<file path="config.mk">
export PLATFORM = sky130hd
export DESIGN_NAME = uni2bi_frame_ctrl
export DESIGN_NICKNAME = d
export VERILOG_FILES = /design/src/rtl/uni2bi_pkg.sv /design/src/rtl/uni2bi_core.sv /design/src/rtl/uni2bi_frame_ctrl.sv
export SDC_FILE = /design/constraint.sdc
export NUM_CORES = 1
export LEC_CHECK = 0
export BUFFER_PORTS_ARGS = -buffer_cell sky130_fd_sc_hd__buf_2
export CAP_MARGIN = 20
export CORE_UTILIZATION = 44
export CTS_CLUSTER_SIZE = 20
export DETAILED_ROUTE_END_ITERATION = 12
export HOLD_SLACK_MARGIN = 0.05
export PLACE_DENSITY_LB_ADDON = 0.15
export SLEW_MARGIN = 20
export SYNTH_ARGS = -nofsm -noshare
export SYNTH_HDL_FRONTEND = slang
export SYNTH_SLANG_ARGS = --single-unit
</file>
<file path="constraint.sdc">
create_clock -name clk_i -period 4.05 [get_ports clk_i]
set_clock_uncertainty 0.15 [all_clocks]
set_input_delay 1.215 -clock clk_i [delete_from_list [all_inputs] [get_ports clk_i]]
set_output_delay 1.215 -clock clk_i [all_outputs]
set_load 0.05 [all_outputs]
</file>
<file path="src/rtl/uni2bi_pkg.sv">
// Shared types and defaults for the unipolar-to-bipolar frame sequencer.
package uni2bi_pkg;

    localparam int unsigned CNT_W_DEFAULT = 8;

    typedef enum logic [1:0] {
        IDLE = 2'd0,
        RUN  = 2'd1,
        DONE = 2'd2
    } state_e;

endpackage

</file>
<file path="src/rtl/uni2bi_core.sv">
// Conversion datapath: a one-bit carry accumulator that adds (in_bit + 1)
// each consumed cycle and emits the overflow as the bipolar stream bit.
module uni2bi_core
    import uni2bi_pkg::*;
(
    input  logic clk_i,
    input  logic rst_ni,
    input  logic clr_i,
    input  logic en_i,
    input  logic in_bit_i,
    output logic nextBit_o,
    output logic out_bit_o,
    output logic out_valid_o
);

    logic       carry_q, carry_d;
    logic       outBit_q, outBit_d;
    logic       outValid_q;
    logic [1:0] sum;

    // Form carry + in_bit + 1 and pick the next carry/out bit; clear wins.
    always_comb begin
        sum      = {1'b0, carry_q} + {1'b0, in_bit_i} + 2'd1;
        carry_d  = carry_q;
        outBit_d = outBit_q;
        if (clr_i) begin
            carry_d = 1'b0;
        end else if (en_i) begin
            carry_d  = sum[0];
            outBit_d = sum[1];
        end
    end

    // Carry and registered output; out_valid follows a consume by one cycle.
    always_ff @(posedge clk_i or negedge rst_ni) begin
        if (!rst_ni) begin
            carry_q    <= 1'b0;
            outBit_q   <= 1'b0;
            outValid_q <= 1'b0;
        end else begin
            carry_q    <= carry_d;
            outBit_q   <= outBit_d;
            outValid_q <= en_i;
        end
    end

    assign nextBit_o   = sum[1];
    assign out_bit_o   = outBit_q;
    assign out_valid_o = outValid_q;

endmodule

</file>
<file path="src/rtl/uni2bi_frame_ctrl.sv">
// Frame sequencer: accepts a start with a length, streams exactly that many
// valid bits through uni2bi_core, counts ones and pulses done at the end.
module uni2bi_frame_ctrl
    import uni2bi_pkg::*;
#(
    parameter int unsigned CNT_W = CNT_W_DEFAULT
) (
    input  logic             clk_i,
    input  logic             rst_ni,
    input  logic             start_i,
    input  logic [CNT_W-1:0] frame_len_i,
    input  logic             abort_i,
    input  logic             in_bit_i,
    input  logic             in_valid_i,
    output logic             out_bit_o,
    output logic             out_valid_o,
    output logic             busy_o,
    output logic             done_o,
    output logic [CNT_W-1:0] in_ones_o,
    output logic [CNT_W-1:0] out_ones_o
);

    state_e           state_q, state_d;
    logic [CNT_W-1:0] remain_q, remain_d;
    logic [CNT_W-1:0] inOnes_q, inOnes_d;
    logic [CNT_W-1:0] outOnes_q, outOnes_d;
    logic             startAcc;
    logic             consume;
    logic             nextBit;

    // Next-state logic; abort overrides both start acceptance and consumption.
    always_comb begin
        state_d  = state_q;
        startAcc = 1'b0;
        consume  = 1'b0;
        if (abort_i) begin
            state_d = IDLE;
        end else begin
            unique case (state_q)
                IDLE, DONE: begin
                    if (start_i) begin
                        startAcc = 1'b1;
                        state_d  = (frame_len_i != '0) ? RUN : DONE;
                    end else begin
                        state_d = IDLE;
                    end
                end
                RUN: begin
                    if (in_valid_i) begin
                        consume = 1'b1;
                        if (remain_q == CNT_W'(1)) begin
                            state_d = DONE;
                        end
                    end
                end
                default: state_d = IDLE;
            endcase
        end
    end

    // Remaining-bit and ones counters: cleared on start, stepped per consume.
    always_comb begin
        remain_d  = remain_q;
        inOnes_d  = inOnes_q;
        outOnes_d = outOnes_q;
        if (startAcc) begin
            remain_d  = frame_len_i;
            inOnes_d  = '0;
            outOnes_d = '0;
        end else if (consume) begin
            remain_d  = remain_q - CNT_W'(1);
            inOnes_d  = inOnes_q + CNT_W'(in_bit_i);
            outOnes_d = outOnes_q + CNT_W'(nextBit);
        end
    end

    // State and counter registers.
    always_ff @(posedge clk_i or negedge rst_ni) begin
        if (!rst_ni) begin
            state_q   <= IDLE;
            remain_q  <= '0;
            inOnes_q  <= '0;
            outOnes_q <= '0;
        end else begin
            state_q   <= state_d;
            remain_q  <= remain_d;
            inOnes_q  <= inOnes_d;
            outOnes_q <= outOnes_d;
        end
    end

    uni2bi_core u_core (
        .clk_i       (clk_i),
        .rst_ni      (rst_ni),
        .clr_i       (startAcc),
        .en_i        (consume),
        .in_bit_i    (in_bit_i),
        .nextBit_o   (nextBit),
        .out_bit_o   (out_bit_o),
        .out_valid_o (out_valid_o)
    );

    assign busy_o     = (state_q == RUN);
    assign done_o     = (state_q == DONE);
    assign in_ones_o  = inOnes_q;
    assign out_ones_o = outOnes_q;

endmodule
</file>
==> key figures, run 1 <==
Synthesis
  • Asr flop ratio synth: 100%
  • Mapped Cells: 150
  • Synth cell types: 32
  • Yosys top cell by area: dfrtp_1
  • #FFs+latches synth: 29
  • Post-synth top area share: 48.9%
  • Sequential area share after synthesis: 48.9%
  • Synth Area per Inst: 9.90 um^2
  • Post-synth EDFFs: 0
  • Synth Cell Area: 0.00149 mm^2
  • Synth Net Count: 171
  • Top_reg_cell synth: dfrtp_1
  • Most frequent cell after synthesis: dfrtp_1
  • Ys Warns: 0
  • Synth top area cells: dfrtp_1 49%, ha_1 5.9%, o21ai_0 4.7%
  • Post-synth top cells: 29 x dfrtp_1, 17 x nand2_1, 14 x nor2_1, 14 x o21ai_0

Power and ir drop
  • IR drop worst, VDD: 0.216 mV
  • PwrDens: 408 mW/mm^2
  • P_leak: 0.000876 uW

Critical path
  • CP Capture Type: register
  • CP startpoint kind: input pin
  • CP Data Arrival Time: about 2.8 ns
  • Reg-to-Reg Start: state_q[0]
  • Reg2Reg Setup Slack: 1.97 ns
  • R2R cell count: 6
  • Crit path max fanout: 18
  • Reg2reg end: remain_q[3]
  • WP data required: between 4 and 5 ns
  • CP Class: in -> reg

Global routing
  • Vias in the first global route: 1155
  • GRT Util Overall: 19.9%
  • Grt ovf: 0
  • Initial antenna violation count: 0
  • Largest net degree at the start of global routing: 30
  • First-pass GRT wire length: between 5000 and 6000 um

Final layout
  • ANT cells: 0
  • Footprint of the multi-input gates: about 700 um^2
  • Layout cells sized above 1: 25.1%
  • Reg area: 726 um^2
  • Filler Cells Inserted: 287
  • Final Instance Area: 0.00177 mm^2
  • Nets: 207
  • Layout area overhead: 19.0%
  • Final non-filler cell total: 231

Clocking
  • CTS tree: done
  • CTS buffer count: 5
  • CTS Sinks: 29
  • # Post-CTS Setup Buffers: 0
  • Clock slew seen by the registers of the worst setup and hold paths: 0.09 ns
  • Clk_lat worst skew: 0.32 ns
  • CTS Hold Bufs: 0
  • Clock Path Buffers: 2
  • Root buf cell: clkbuf_4
  • # resized after CTS: 0
  • H-tree depth: 2

STA
  • Final setup fails: 0
  • Final Hold Fails: 0
  • Setup TNS: 0 ns
  • Fin crit period: 2.67 ns
  • Relative slew slack: a little over half
  • Worst setup margin: 1.38 ns
  • Slew Limit Fails: 0
  • Final period utilization: between 60 and 70%
  • Worst-margin pin slew: 0.696 ns
  • RSZ-0062 raised after global routing: no
  • Max Freq: 375 MHz

Die
  • Die area: 0.00361 mm^2
  • Chip width: 60.1 um
  • Initial core utilization: 47.5%
  • Die Span Y: 60.1 um
  • Core Footprint: approximately 0.0031 mm^2
  • FP Rows: 20
  • # IOs: 34

Placement
  • DP Worst Slack: 1.05 ns
  • Routability cong.: 0.851
  • Post-DP Area: 0.00170 mm^2
  • Hpwl dp: ~2100 um
  • Port buffer count: 33
  • # placed instances: 223

Detailed routing
  • Wirelength per Cell: 13.1 um
  • Initial drt markers: ~60
  • Total Wirelength: between 3000 and 4000 um
  • Routed via count: 1238
  • Drt pass-1 iters: 4
  • DR vias/cell: around 5.4
  • # DRC: 0
  • Remaining antenna violation count after routing: 0

Worst hold path
  • Hold Path Stages: 2
  • Hold Crit Class: reg -> reg
  • Hold path start: u_core.out_bit_o
  • Hold endpoint: u_core.out_bit_o

Status
  • Status: complete, no violations

Run
  • Max cap viols: 0
[state kept, by name, indices dropped and copies added, names as in the netlist]
| register | flops |
|---|---|
| u_core.carry_q | 1 |
| u_core.out_valid_o | 1 |
| u_core.out_bit_o | 1 |
| remain_q | 8 |
| state_q | 2 |
| out_ones_o | 8 |
| in_ones_o | 8 |
[cell usage in the layout (no fill, tap or decap), types with 3 or more instances in the layout]
cell	netlist	layout
nor3_1	4	4
dfrtp_1	29	29
xnor2_1	4	4
nor4_1	4	4
nand3_1	4	4
clkbuf_4	0	5
nand2_1	17	17
nor2b_1	3	3
xor2_1	6	6
ha_1	7	7
a22o_1	5	5
inv_1	7	7
o21ai_0	14	14
nand4_1	5	5
nor2_1	14	14
buf_2	4	33
[layer usage]
layer / GRT usage, % / wire [um] / part of all wire [%] / vias up
met2: 30.5 / 1360 / 45 / 32
met1: 25.1 / 1470 / 48 / 587
met3: 6.93 / 135 / 4.5 / 8
met4: 8.64 / 66 / 2.2 / 0
met5: 0 / 0 / 0 / -
li1: - / - / - / 611
[power breakdown]
group          internal (uW)  leakage (uW)  switching, uW
sequential               323      0.000387           33.4
combinational           57.3      0.000447            106
clock                    101     0.0000413            102
total                    481      0.000876            241
[logic make-up after synthesis]
logic type               count (synthesis)  synth area share, %
AND/OR/NAND/NOR                         60                 21.7
AO/OA/AOI/OAI                           30                 13.5
adder cells (fa/ha/maj)                  7                 5.90
XOR/XNOR                                10                 5.90
flip-flops                              29                 48.9
buffers and inverters                   14                 4.21
[worst max path at each step]
stage	startpoint	to	slack [ns]	cells past startpoint
CTS	abort_i	remain_q[3]	1.36	7
global placement	abort_i	remain_q[3]	1.12	7
detailed placement	abort_i	remain_q[3]	1.05	7
global route	abort_i	remain_q[3]	1.12	7
floorplan	in_bit_i	out_ones_o[6]	1.48	9
finish	abort_i	remain_q[3]	1.38	7
[metrics by stage]
stage          hold slack, ns  total power (uW)  utilization (%)
3_5_place_dp            0.321               526             54.3
6_report                0.336               722             56.5
4_1_cts                 0.343               728             56.5
2_1_floorplan           0.300               476                -
3_3_place_gp            0.320               522             54.3
5_1_grt                 0.382               767             56.5
[area by class of cell]
cell class,instances,area share (%)
multi-input combinational,107,39.7
clock inverter,1,0.283
timing repair buffer,35,10.2
tap,44,3.11
inverter,8,1.98
clock buffer,7,3.68
sequential,29,41.0
[worst max-delay path, cell delays in order]
cell and delay (ns):
buf_2 0.11, nand4bb_1 0.13, buf_4 0.23, clkinv_4 0.17, nor2_1 0.59, o21ai_0 0.20
o211ai_1 0.12
No activity file was read; power rests on OpenSTA's default activity.
==> run 2: changes to the inputs <==
Clock period 4.05 ns to 2.31 ns, I/O delays scaled along.
==> run 2 against run 1 <==
  * Worst setup slack got worse by 1.2 ns
  * Sequential share of layout area up 0.087 points
  * Critical path depth is 5 lower
  * Clock power is 46% higher
  * Cell count rose by 0.87%
  * Non-clock buffer count grew 2
  * Sequential cell count unchanged
  * Power is 68% higher
  * Register-to-register slack got worse by 1.5 ns
  * First-iteration DRC count rose by 26%
  * Largest cell class unchanged
  * Largest power group unchanged
  * Highest routed layer unchanged
==> key figures, run 2 (synthesis gave the netlist of run 1 again) <==
Detailed routing
  • Drt pass-1 iters: 4
  • # DRC: 0
  • DR vias/cell: 5.45
  • Total Wirelength: 3220 um
  • Initial drt markers: a little under 80
  • Remaining antenna violation count after routing: 0
  • Routed via count: 1269
  • Wirelength per Cell: around 14 um

Clocking
  • Clock slew seen by the registers of the worst setup and hold paths: 0.09 ns
  • # Post-CTS Setup Buffers: 0
  • Clock Path Buffers: 2
  • CTS Sinks: 29
  • CTS buffer count: 5
  • Root buf cell: clkbuf_4
  • H-tree depth: 2
  • CTS Hold Bufs: 0
  • CTS tree: done
  • # resized after CTS: 0
  • Clk_lat worst skew: approximately 0.33 ns

Placement
  • Port buffer count: 33
  • Hpwl dp: 2360 um
  • Routability cong.: 0.842
  • Post-DP Area: approximately 0.0017 mm^2

Final layout
  • Layout area overhead: 18.8%
  • Final Instance Area: 0.00176 mm^2
  • Most frequent cells in the layout: 33 x buf_2, 29 x dfrtp_1, 17 x nand2_1, 14 x nor2_1, 14 x o21ai_0
  • Commonest non-fill, non-tap cell in the layout: buf_2
  • Nets: between 200 and 250
  • Layout cells sized above 1: 25.4%
  • ANT cells: 0

Critical path
  • CP Data Arrival Time: approximately 1.3 ns
  • CP startpoint kind: register
  • Crit path max fanout: 5
  • CP peak stage delay: 0.43 ns
  • Crit path buf inv count: 1
  • CP Capture Type: primary output
  • Slowest CP cell: dfrtp_1
  • CP Class: reg -> out
  • Worst path cell trace: nor2b_1 -> buf_2
  • WP data required: 1.47 ns
  • Top delay family on crit path: flip-flops

Global routing
  • First-pass GRT wire length: around 5200 um
  • Initial antenna violation count: 0
  • Grt ovf: 0
  • Largest net degree at the start of global routing: 30
  • Vias in the first global route: 1195
  • GRT Util Overall: 20.1%

Status
  • Status: complete, no violations

STA
  • Final Hold Fails: 0
  • Final period utilization: about nine tenths
  • Setup TNS: 0 ns
  • Relative slew slack: 52.4%
  • Worst-margin pin slew: roughly 0.7 ns
  • Final setup fails: 0
  • RSZ-0062 raised after global routing: no
  • Fin crit period: 2.10 ns
  • Slew Limit Fails: 0
  • Hold Slack: about 0.23 ns
  • Max Freq: 476 MHz

Power and ir drop
  • IR drop worst, VDD: 0.417 mV
  • P_leak: slightly below 0.0009 uW
  • PwrDens: 686 mW/mm^2

Run
  • Max cap viols: 0

Die
  • FP Rows: 20
  • Initial core utilization: 47.5%
  • Core Footprint: around 0.0031 mm^2
  • Chip width: 60.1 um
  • # IOs: 34
  • Die area: around 0.0036 mm^2
  • Die Span Y: 60.1 um

Worst hold path
  • Hold Crit Class: in -> async
==> run 2: changes by cell type in the layout (fill, tap and decap cells not counted), sizes merged <==
cell / delta
clkbuf: -1
buf: +2
clkinv: +1
==> run 2: power by group <==
group,switching [uW],internal (uW),total (uW)
clock,178,116,294
combinational,186,102,288
sequential,61.1,566,627
total,426,784,1210
==> run 2: cell type report <==
cell class | count | area [um^2]
clock buffers | 6 | 41.3
clock inverters | 2 | 10.0
fillers | 303 | 1360
inverters | 8 | 35.0
multi-input cells | 107 | 702
flip-flops and latches | 29 | 726
well taps | 44 | 55.1
repair buffers | 37 | 195
==> run 2: path summary, 6_finish.rpt <==
kind / cells after the start / to / start / slack (ns)
setup / recovery: 2 / busy_o / state_q[0] / 0.21
hold / removal: 1 / out_ones_o[7] / rst_ni / 0.23
setup reg to reg: 5 / out_ones_o[4] / state_q[0] / 0.43
hold reg to reg: 2 / u_core.out_bit_o / u_core.out_bit_o / 0.34
max in group asynchronous: 1 / in_ones_o[1] / rst_ni / 1.36
min in group clk_i: 2 / u_core.out_bit_o / u_core.out_bit_o / 0.34
==> run 2: metrics by stage <==
| stage | power (uW) | cells | util (%) | setup WS, ns |
|---|---|---|---|---|
| floorplan | 834 | 150 | - | 0.262 |
| global placement | 918 | 225 | 54.8 | 0.0856 |
| detailed placement | 927 | 225 | 54.8 | 0.0365 |
| CTS | 1230 | 233 | 56.4 | 0.189 |
| global route | 1290 | 233 | 56.4 | 0.119 |
| finish | 1210 | 233 | 56.4 | 0.208 |
==> run 2: per-layer routing <==
layer / global-route usage [%] / vias to the layer above / share of wire [%]
met1: 24.8 / 612 / 47
met4: 9.63 / 0 / 1.8
met5: 0 / - / 0
li1: - / 608 / -
met2: 33.0 / 41 / 47
met3: 4.76 / 8 / 4.4
==> run 3: changes to the inputs <==
==> constraint.sdc (replaced) <==
create_clock -name clk_i -period 2.31 [get_ports clk_i]
set_clock_uncertainty 0.15 [all_clocks]
set_input_delay 0.231 -clock clk_i [delete_from_list [all_inputs] [get_ports clk_i]]
set_output_delay 0.231 -clock clk_i [all_outputs]
set_load 0.05 [all_outputs]
==> run 3 against run 2 <==
  * Core utilization increased by 2.9 points
  * Worst setup slack better by 0.34 ns
  * Critical endpoint is now out_ones_o[6]
  * Design area rose by 5.1%
  * Non-clock buffer count rose by 9
  * Via count up 0.63%
  * Count of clock-buffer cells in the layout unchanged
  * Cell count up 3.9%
  * Register-to-register slack improved by 0.12 ns
  * Combinational power up 7.3%
  * Critical path type is now reg -> reg
==> key figures, run 3 (synthesis gave the netlist of run 1 again) <==
Status
  • Status: complete, no violations

Global routing
  • GRT Util Overall: 19.1%
  • Largest net degree at the start of global routing: 30
  • Initial antenna violation count: 0
  • First-pass GRT wire length: 4950 um
  • Grt ovf: 0
  • Vias in the first global route: roughly 1100

Clocking
  • Clock slew seen by the registers of the worst setup and hold paths: 0.09 ns
  • H-tree depth: 2
  • Clock Path Buffers: 2
  • Root buf cell: clkbuf_4
  • # Post-CTS Setup Buffers: 0
  • CTS tree: done
  • Clk_lat worst skew: 0.32 ns
  • CTS Sinks: 29
  • CTS buffer count: 5

STA
  • Slew Limit Fails: 0
  • RSZ-0062 raised after global routing: no
  • Fin crit period: about 1.8 ns
  • Final Hold Fails: 0
  • Max Freq: approximately 570 MHz
  • Setup TNS: 0 ns
  • Final period utilization: between 70 and 80%
  • Final setup fails: 0
  • Relative slew slack: 56.8%
  • Worst setup margin: approximately 0.55 ns
  • Worst-margin pin slew: between 0.6 and 0.7 ns

Placement
  • Post-DP Area: around 0.0017 mm^2
  • Hpwl dp: 2140 um
  • Port buffer count: 33
  • Routability cong.: 0.875
  • DP Worst Slack: ~0.55 ns
  • # placed instances: roughly 230

Critical path
  • Reg2reg end: out_ones_o[6]
  • CP Capture Type: register
  • CP startpoint kind: register
  • CP Class: reg -> reg
  • Reg-to-Reg Start: u_core.carry_q
  • CP Data Arrival Time: 1.82 ns
  • Crit path max fanout: 5
  • WP data required: around 2.4 ns
  • Reg2Reg Setup Slack: 0.55 ns
  • R2R cell count: 9

Final layout
  • Layout area overhead: 24.9%
  • Most frequent cells in the layout: 33 x buf_2, 29 x dfrtp_1, 17 x nand2_1, 14 x nor2_1, 14 x o21ai_0
  • ANT cells: 0
  • Layout cells sized above 1: around 24%
  • Final non-filler cell total: 242
  • Nets: 218
  • Final Instance Area: about 0.0019 mm^2
  • Commonest non-fill, non-tap cell in the layout: buf_2

Detailed routing
  • Total Wirelength: roughly 3100 um
  • Drt pass-1 iters: 4
  • Wirelength per Cell: 12.7 um
  • DR vias/cell: 5.28
  • Remaining antenna violation count after routing: 0
  • # DRC: 0
  • Initial drt markers: 32
  • Routed via count: 1277

Power and ir drop
  • P_sw: between 400 and 500 uW
  • Sequential share of power: 51.3%
  • Switching Fraction: 34.2%
  • P_leak: 0.000914 uW
  • Combinational Power Share: 25.3%
  • Power Internal: 801 uW
  • IR drop worst, VDD: 0.400 mV
  • PwrDens: 657 mW/mm^2
  • Pwr Total: 1220 uW
  • Clock power frac: 23.4%

Die
  • FP Rows: 20
  • Die Span Y: approximately 60 um
  • Chip width: 60.1 um
  • Core Footprint: 0.00313 mm^2
  • Die area: roughly 0.0036 mm^2
  • Initial core utilization: 47.5%
  • # IOs: 34

Worst hold path
  • Hold Crit Class: in -> reg
  • Hold endpoint: state_q[1]
  • Hold Path Stages: 4
  • Hold path start: abort_i

Run
  • Max cap viols: 0
[run 3: cell types whose count changed in the layout (fill, tap and decap cells not counted), sizes merged]
cell         delta
dlygate4sd3     +9
[run 3: critical path: stages (launching register included)]
cell,delay [ns]
dfrtp_1,0.35
inv_1,0.04
ha_1,0.18
inv_1,0.05
ha_1,0.15
ha_1,0.23
nand2_1,0.07
nor3_1,0.23
xnor2_1,0.15
nor2_1,0.05
[run 3: what timing repair did]
item,in CTS,in global routing
endpoints found under the hold margin,37,0
resized for setup,0,0
hold buffers,9,0
[run 3: through the flow]
stage / hold slack (ns) / util [%]
3_3_place_gp: 0.147 / 54.8
2_1_floorplan: -0.215 / -
6_report: 0.107 / 59.3
5_1_grt: 0.129 / 59.3
4_1_cts: 0.0974 / 59.3
3_5_place_dp: 0.149 / 54.8
[run 3: power groups by stage]
stage	combinational, uW	sequential, uW	clock, uW
floorplan	152	682	0
global placement	293	632	0
detailed placement	299	635	0
CTS	312	625	298
global route	343	635	314
finish	309	625	285
[run 3: worst max-delay path by stage]
stage,start,to,slack [ns]
6_report,u_core.carry_q,out_ones_o[6],0.55
3_3_place_gp,in_bit_i,out_ones_o[6],0.59
4_1_cts,u_core.carry_q,out_ones_o[6],0.54
3_5_place_dp,in_bit_i,out_ones_o[6],0.55
5_1_grt,u_core.carry_q,out_ones_o[6],0.38
2_1_floorplan,in_ones_o[0],in_ones_o[6],0.47
[run 3: area by class of cell]
cell class	count	area (um^2)
fill	270	1270
sequential	29	726
multi-input combinational	107	702
clock buffer	6	41.3
clock inverter	2	10.0
timing repair buffer	46	285
tap	44	55.1
inverter	8	35.0
[run 3: per-layer routing]
| layer | GRT usage [%] | wire (um) | vias to the layer above |
|---|---|---|---|
| met5 | 0 | 0 | - |
| met4 | 8.31 | 49 | 0 |
| met3 | 5.84 | 169 | 6 |
| met2 | 27.9 | 1370 | 38 |
| met1 | 25.8 | 1480 | 603 |
| li1 | - | - | 630 |
